**config.mk**
```make
export PLATFORM = sky130hd
export DESIGN_NAME = spm_seq_mul
export DESIGN_NICKNAME = d
export VERILOG_FILES = /design/src/rtl/spm_seq_mul.sv
export SDC_FILE = /design/constraint.sdc
export NUM_CORES = 1
export LEC_CHECK = 0
export ABC_AREA = 1
export CAP_MARGIN = 20
export CORE_UTILIZATION = 46
export DETAILED_ROUTE_END_ITERATION = 7
export PLACE_DENSITY = 0.8
export SYNTH_ARGS = -nofsm -noshare
export SYNTH_HDL_FRONTEND = slang
export SYNTH_SLANG_ARGS = --single-unit
```
**constraint.sdc**
```tcl
create_clock -name clk -period 1.9 [get_ports clk]
set_clock_uncertainty 0.15 [all_clocks]
set_input_delay 0.38 -clock clk [delete_from_list [all_inputs] [get_ports clk]]
set_output_delay 0.38 -clock clk [all_outputs]
set_load 0.02 [all_outputs]
```
**src/rtl/spm_seq_mul.sv**
```systemverilog
`default_nettype none
// ============================================================================
// Module : spm_seq_mul
// Brief  : Serial-parallel carry-save multiplier; parallel x, serial y (LSB
//          first), serial and held parallel 2*WIDTH-bit product.
// Rev    : 1.0
// ============================================================================
module spm_seq_mul #(
    parameter int WIDTH  = 32,
    parameter bit SIGNED = 1'b0
) (
    input  logic                 clk,
    input  logic                 rst,
    input  logic                 start,
    input  logic [WIDTH-1:0]     x,
    input  logic                 y,
    output logic                 busy,
    output logic                 p,
    output logic                 p_valid,
    output logic                 done,
    output logic [2*WIDTH-1:0]   product
);

    localparam int                 c_CNT_W  = $clog2(2 * WIDTH);
    localparam logic [c_CNT_W-1:0] c_Y_LAST = c_CNT_W'(WIDTH - 1);
    localparam logic [c_CNT_W-1:0] c_LAST   = c_CNT_W'(2 * WIDTH - 1);

    logic [WIDTH-1:0]   r_x;
    logic [WIDTH-1:1]   r_s;
    logic [WIDTH-1:0]   r_c;
    logic [c_CNT_W-1:0] r_cnt;
    logic               r_ysign;
    logic [2*WIDTH-2:0] r_sreg;
    logic               r_busy;
    logic               r_p;
    logic               r_p_valid;
    logic               r_done;
    logic [2*WIDTH-1:0] r_product;

    logic               w_yb;
    logic [WIDTH-1:0]   w_pp;
    logic [WIDTH-1:0]   w_sin;
    logic [WIDTH-1:0]   w_sum;
    logic [WIDTH-1:0]   w_cry;

    assign w_yb = (r_cnt <= c_Y_LAST) ? y : (SIGNED & r_ysign);

    // Signed mode: the MSB cell adds the inverted partial product, and a single
    // 2^(WIDTH-1) injected in cycle 0 cancels the accumulated inversion offsets
    // modulo 2^(2*WIDTH), so every cell input stays non-negative and exact.
    for (genvar i = 0; i < WIDTH; i++) begin : g_cell
        if (i < WIDTH - 1) begin : g_mid
            assign w_pp[i]  = r_x[i] & w_yb;
            assign w_sin[i] = r_s[i+1];
        end else begin : g_top
            assign w_pp[i]  = SIGNED ? ~(r_x[i] & w_yb) : (r_x[i] & w_yb);
            assign w_sin[i] = SIGNED & (r_cnt == '0);
        end
        assign w_sum[i] = w_pp[i] ^ w_sin[i] ^ r_c[i];
        assign w_cry[i] = (w_pp[i] & w_sin[i]) | (w_pp[i] & r_c[i]) | (w_sin[i] & r_c[i]);
    end

    always_ff @(posedge clk or negedge rst) begin
        if (!rst) begin
            r_x       <= '0;
            r_s       <= '0;
            r_c       <= '0;
            r_cnt     <= '0;
            r_ysign   <= 1'b0;
            r_sreg    <= '0;
            r_busy    <= 1'b0;
            r_p       <= 1'b0;
            r_p_valid <= 1'b0;
            r_done    <= 1'b0;
            r_product <= '0;
        end else begin
            r_done <= 1'b0;
            if (!r_busy) begin
                r_p       <= 1'b0;
                r_p_valid <= 1'b0;
                if (start) begin
                    r_x    <= x;
                    r_s    <= '0;
                    r_c    <= '0;
                    r_sreg <= '0;
                    r_cnt  <= '0;
                    r_busy <= 1'b1;
                end
            end else begin
                r_p       <= w_sum[0];
                r_p_valid <= 1'b1;
                r_sreg    <= {w_sum[0], r_sreg[2*WIDTH-2:1]};
                r_s       <= w_sum[WIDTH-1:1];
                r_c       <= w_cry;
                if (r_cnt == c_Y_LAST) begin
                    r_ysign <= y;
                end
                if (r_cnt == c_LAST) begin
                    // Residual carry-save state is beyond 2^(2*WIDTH); drop it.
                    r_product <= {w_sum[0], r_sreg};
                    r_busy    <= 1'b0;
                    r_done    <= 1'b1;
                    r_s       <= '0;
                    r_c       <= '0;
                    r_cnt     <= '0;
                end else begin
                    r_cnt <= r_cnt + 1'b1;
                end
            end
        end
    end

    assign busy    = r_busy;
    assign p       = r_p;
    assign p_valid = r_p_valid;
    assign done    = r_done;
    assign product = r_product;

endmodule
`default_nettype wire

```
Yosys cells after proc, flatten, opt, wreduce, memory -nomap -nowiden
Index checks and enable logic that the tools add are counted.
{"block": "totals", "word_cells": 287, "inputBits": 36, "out_inout_bits": 68, "reg_bits": 232}
{"block": "op_classes", "reduce_logical": 3, "magnitude_cmp": 1, "eq_ne": 1, "n_addsub": 1, "mux": 19, "bitwise_logic": 252}
{"cell": "$and 1x1->1", "n": 126}
{"cell": "$mux 63", "n": 2}
{"cell": "$mux 32", "n": 3}
{"cell": "$mux 31", "n": 3}
{"cell": "$xor 1x1->1", "n": 63}
{"cell": "$or 1x1->1", "n": 62}
{"cell": "$mux 6", "n": 3}
{"cell": "$mux 1", "n": 8}
{"cell": "$add 6x1->6 const B", "n": 1}
{"cell": "$eq 6x6->1 const B", "n": 1}
{"cell": "$le 6x5->1 const B", "n": 1}
{"cell": "$reduce_and 2->1", "n": 2}
{"cell": "$reduce_bool 2->1", "n": 1}
{"cell": "$not 1->1", "n": 1}

Depth between registers and ports, before layout
{"block": "logic_depth", "word_depth": 8, "depth_mapped": 9, "depth_no_buf": 7}

Least setup slack after synthesis
Ideal clock, no wire load.
{"block": "synth_timing", "kind": "reg-to-reg", "start": "register r_cnt[5]", "end": "register r_s[30] (netlist name)", "path_slack_ns": 0.129, "setup_time_ns": 0.130, "t_required_ns": 1.620, "period_less_slack_ns": 1.771, "path_stages_with_launch": 6, "arrival_ns": 1.491, "path_cell_list": "dfrtp_1 nor2_1 clkbuf_1 nand2_1 fa_1 o21ai_0"}
{"block": "synth_between", "elab_chain_len": 7, "word_cells_on_any_way": 8}
{"item": "start: declaration", "line": "31", "source": "logic [c_CNT_W-1:0] r_cnt;"}
{"item": "start signal: assignment", "line": "107", "source": "r_cnt <= r_cnt + 1'b1;"}
{"item": "$le 6x5->1", "line": "46", "source": "assign w_yb = (r_cnt <= c_Y_LAST) ? y : (SIGNED & r_ysign);"}
{"item": "$mux 1", "line": "46"}
{"item": "$and 1x1->1", "line": "53", "source": "assign w_pp[i] = r_x[i] & w_yb;"}
{"item": "$xor 1x1->1 (2 in a row)", "line": "59", "source": "assign w_sum[i] = w_pp[i] ^ w_sin[i] ^ r_c[i];"}
{"item": "$mux 31 *", "line": "98", "source": "if (r_cnt == c_LAST) begin"}
{"item": "$mux 31 *", "line": "78", "source": "if (!r_busy) begin"}
{"item": "end signal: assignment", "line": "93", "source": "r_s <= w_sum[WIDTH-1:1];"}
{"item": "end: declaration", "line": "29", "source": "logic [WIDTH-1:1] r_s;"}
Every way passes the cells marked *; elsewhere a longest branch is shown, timed or not.
A chain may end at the register's enable or synchronous reset.

Worst setup path after layout
{"block": "layout_timing", "start": "register r_cnt[5]", "end": "register r_s[14] (netlist name)"}
Same word-level chain as after synthesis.

==> metrics.md <==
| Metric | Value |
|---|---|
| Status | finished, final reports clean |
| Critical path arrival | 2.08 ns |
| Crit path depth | 5 |
| CTS Buffer Depth | 3 |
| Placed cells | 1207 |
| Leakage | roughly 5 nW |
| Critical-path top delay cell | fa_1 |
| Worst slack at placement | -0.4007 ns |
| Clock power frac | 0.318 |
| H-tree depth | 1 |
| Nets | 1039 |
| Power density cells | 1269 nW/um^2 |
| GRT Overall Usage | 0.1846 |
| Hold Fails Final Rpt | 0 |
| Io pins | 104 |
| Worst slew pin tran | 0.4833 ns |
| Row count | ~50 |
| Post-Syn Area | 9338 um^2 |
| Count of flip-flops with a built-in enable after synthesis | 0 |
| Total wire length | around 18000 um |
| Ranking of synthesized cells by area | dfrtp_1 62%, nand2_1 7.1%, fa_1 6.6%, o21ai_0 5.7%, inv_1 5.3% |
| First DRT Iteration DRCs | 299 |
| CP required | 2.17 ns |
| Via count | 6310 |
| Design area | 11580 um^2 |
| Wire length of the first global-routing pass | 30980 um |
| Min-Delay Path Class | input pin to asynchronous set/reset pin |
| CP bufs+invs | 1 |
| Die width | 144.5 um |
| FF+latch count, synth | roughly 230 |
| Synthesized net count | 931 |
| R2R cell count | 5 |
| Std-Cell Core Area | 19650 um^2 |
| Fill count | 1634 |
| Fin crit period | 1.812 ns |
| # DRC | 0 |
| WS Path Type | register to register |
| Port bufs | 103 |
| Post-CTS Setup Bufs | 0 |
| Synth cell types | 27 |
| Die height | 144.5 um |
| Worst-path clk slew | about 0.06 ns |
| Num Clock Sinks | approximately 230 |
| Wire per inst | 14.37 um |
| Worst vdd ir | 729.0 uV |
| Crit-path leading delay family | adder cells |
| DRT Pass-1 Iters | 7 |
| Cell accounting for the most synthesized area | dfrtp_1 |
| Antenna diodes | 0 |
| Final Setup Violations | 0 |
| Syn-to-layout area delta | 24.00% |
| Logic pwr share | 0.211 |
| Sw power | approximately 4.3 mW |
| Top-area cell type share of the netlist area | 0.6217 |
| Crit path launch type | register |
| Clk_lat worst skew | 0.51 ns |
| Mean Syn Cell Area | 10.83 um^2 |
| Starting Density | 0.4751 |
| Post-DP Area | about 11000 um^2 |
| Pins Over Slew Limit | 0 |
| RSZ-0062 raised after global routing | no |
| Switching share of power | 0.2934 |
| Post-DP HPWL | 11910 um |
| Post-synth top flop | dfrtp_1 |
| Design Power | 14.69 mW |
| TritonCTS Buffers | 25 |
| Root Driver | clkbuf_16 |
| Sequential area share after synthesis | 0.6217 |
| Final Non-Filler Cells | 1252 |
| Initial antenna violation count | 0 |
| Final Util | 0.5891 |
| Synth warn | 0 |
| Slowest cell delay on critical path | approximately 0.44 ns |
| Relative slew slack | 0.6778 |
| Critical-path cell list | nor2_2 > buf_12 > nand2_1 > fa_1 > o21ai_0 |
| GPL Wtd Cong | 0.7566 |
| TritonCTS clock tree | done |
| Fmax | between 500 and 600 MHz |
| Post-route ant nets | 0 |
| Max cap viols | 0 |
| Ratio of cells with drive above 1 in the final layout | 0.1094 |
| Vias/cell | 5.040 |
| Vias in the first global route | 6361 |
| Final WS setup | about 0.088 ns |
| Internal | 10.38 mW |
| Sequential Power Share | 0.471 |
| Top post-synthesis cells by count | 232 x dfrtp_1, 176 x nand2_1, 131 x inv_1 |
| Total grt overflow | 0 |
| Async set-reset flop share out of synthesis | 1.000 |
| Area of the die | ~21000 um^2 |
| Most common cell in the netlist | dfrtp_1 |
| Crit-path max FO | 30 |
| Gate Count Post-Synth | 862 |
| Final worst-path cycle share | 0.9535 |
| Critical Path Sink Type | register |
| Largest net degree at the start of global routing | 75 |
## placed cells by master, fill, tap and decap left out, drive strengths merged, types with 6 or more instances in the layout
cell type | Yosys | final
buf | 20 | 24
clkbuf | 26 | 35
clkdlybuf4s50 | 0 | 34
clkinv | 0 | 6
dfrtp | 232 | 232
dlygate4sd2 | 0 | 68
fa | 31 | 31
inv | 132 | 133
mux2 | 30 | 30
nand2 | 177 | 177
nor2 | 11 | 11
o21ai | 128 | 128
o22ai | 62 | 62
## cell families (layout without fill, tap and decap cells)
family	after synthesis	in the layout	synth area share
buffers and inverters	178	303	0.07718
flip-flops	232	232	0.6217
XOR/XNOR	2	2	0.001876
AO/OA/AOI/OAI	195	195	0.1151
multiplexers	30	30	0.03618
AND/OR/NAND/NOR	192	192	0.07879
adder cells (fa/ha/maj)	33	33	0.06914
## metal layers
layer / vias up / wire, um / track usage
met4: 0 / 313 / 0.03657
met2: 168 / 8926 / 0.3165
met1: 3155 / 7881 / 0.2517
met5: - / 0 / 0
li1: 2962 / - / -
met3: 25 / 873 / 0.02517
## area by class of cell
type	count	area (um^2)	share of cell area
Multi-Input combinational cell	452	2840	0.2453
Sequential cell	232	5806	0.5014
Inverter	132	495.5	0.04279
Timing Repair Buffer	127	1296	0.1120
Clock buffer	35	733.2	0.06332
Clock inverter	9	76.32	0.006592
Tap cell	265	331.6	0.02864
## stage by stage
stage / TNS [ns] / hold slack, ns
after floorplan: 0 / -0.06559
after global placement: -18.16 / 0.2105
after detailed placement: -20.39 / 0.2041
after CTS: 0 / 0.2586
after global routing: 0 / 0.2801
final: 0 / 0.2509
## sequential cells by signal (all words and copies together) (netlist names)
signal   flops
p_valid      1
done         1
busy         1
product     64
r_cnt        6
r_c         32
r_s         31
r_sreg      63
p            1
r_x         32
## what timing repair did
item	CTS	global route
hold buffers	1	0
gates resized for setup	68	0
hold endpoints to repair	50	0
setup endpoints to repair	68	0
## final timing paths
| kind | slack, ns | startpoint | to |
|---|---|---|---|
| min reg2reg | 0.32 | product[63] | product[63] |
| max | 0.09 | r_cnt[5] | r_s[14] |
| max in group asynchronous | 0.74 | rst | r_c[17] |
| min | 0.25 | rst | product[44] |
| max reg2reg | 0.09 | r_cnt[5] | r_s[14] |
| min in group clk | 0.32 | x[31] | r_x[31] |
## power by group through the flow
stage	clock (mW)	sequential [mW]	combinational, mW
global placement	0	6.93	2.87
floorplan	0	6.82	2.23
global route	4.98	7.06	3.70
finish	4.68	6.92	3.10
CTS	4.80	6.92	3.18
detailed placement	0	6.98	3.19
Power figures use the tool's default switching activity.
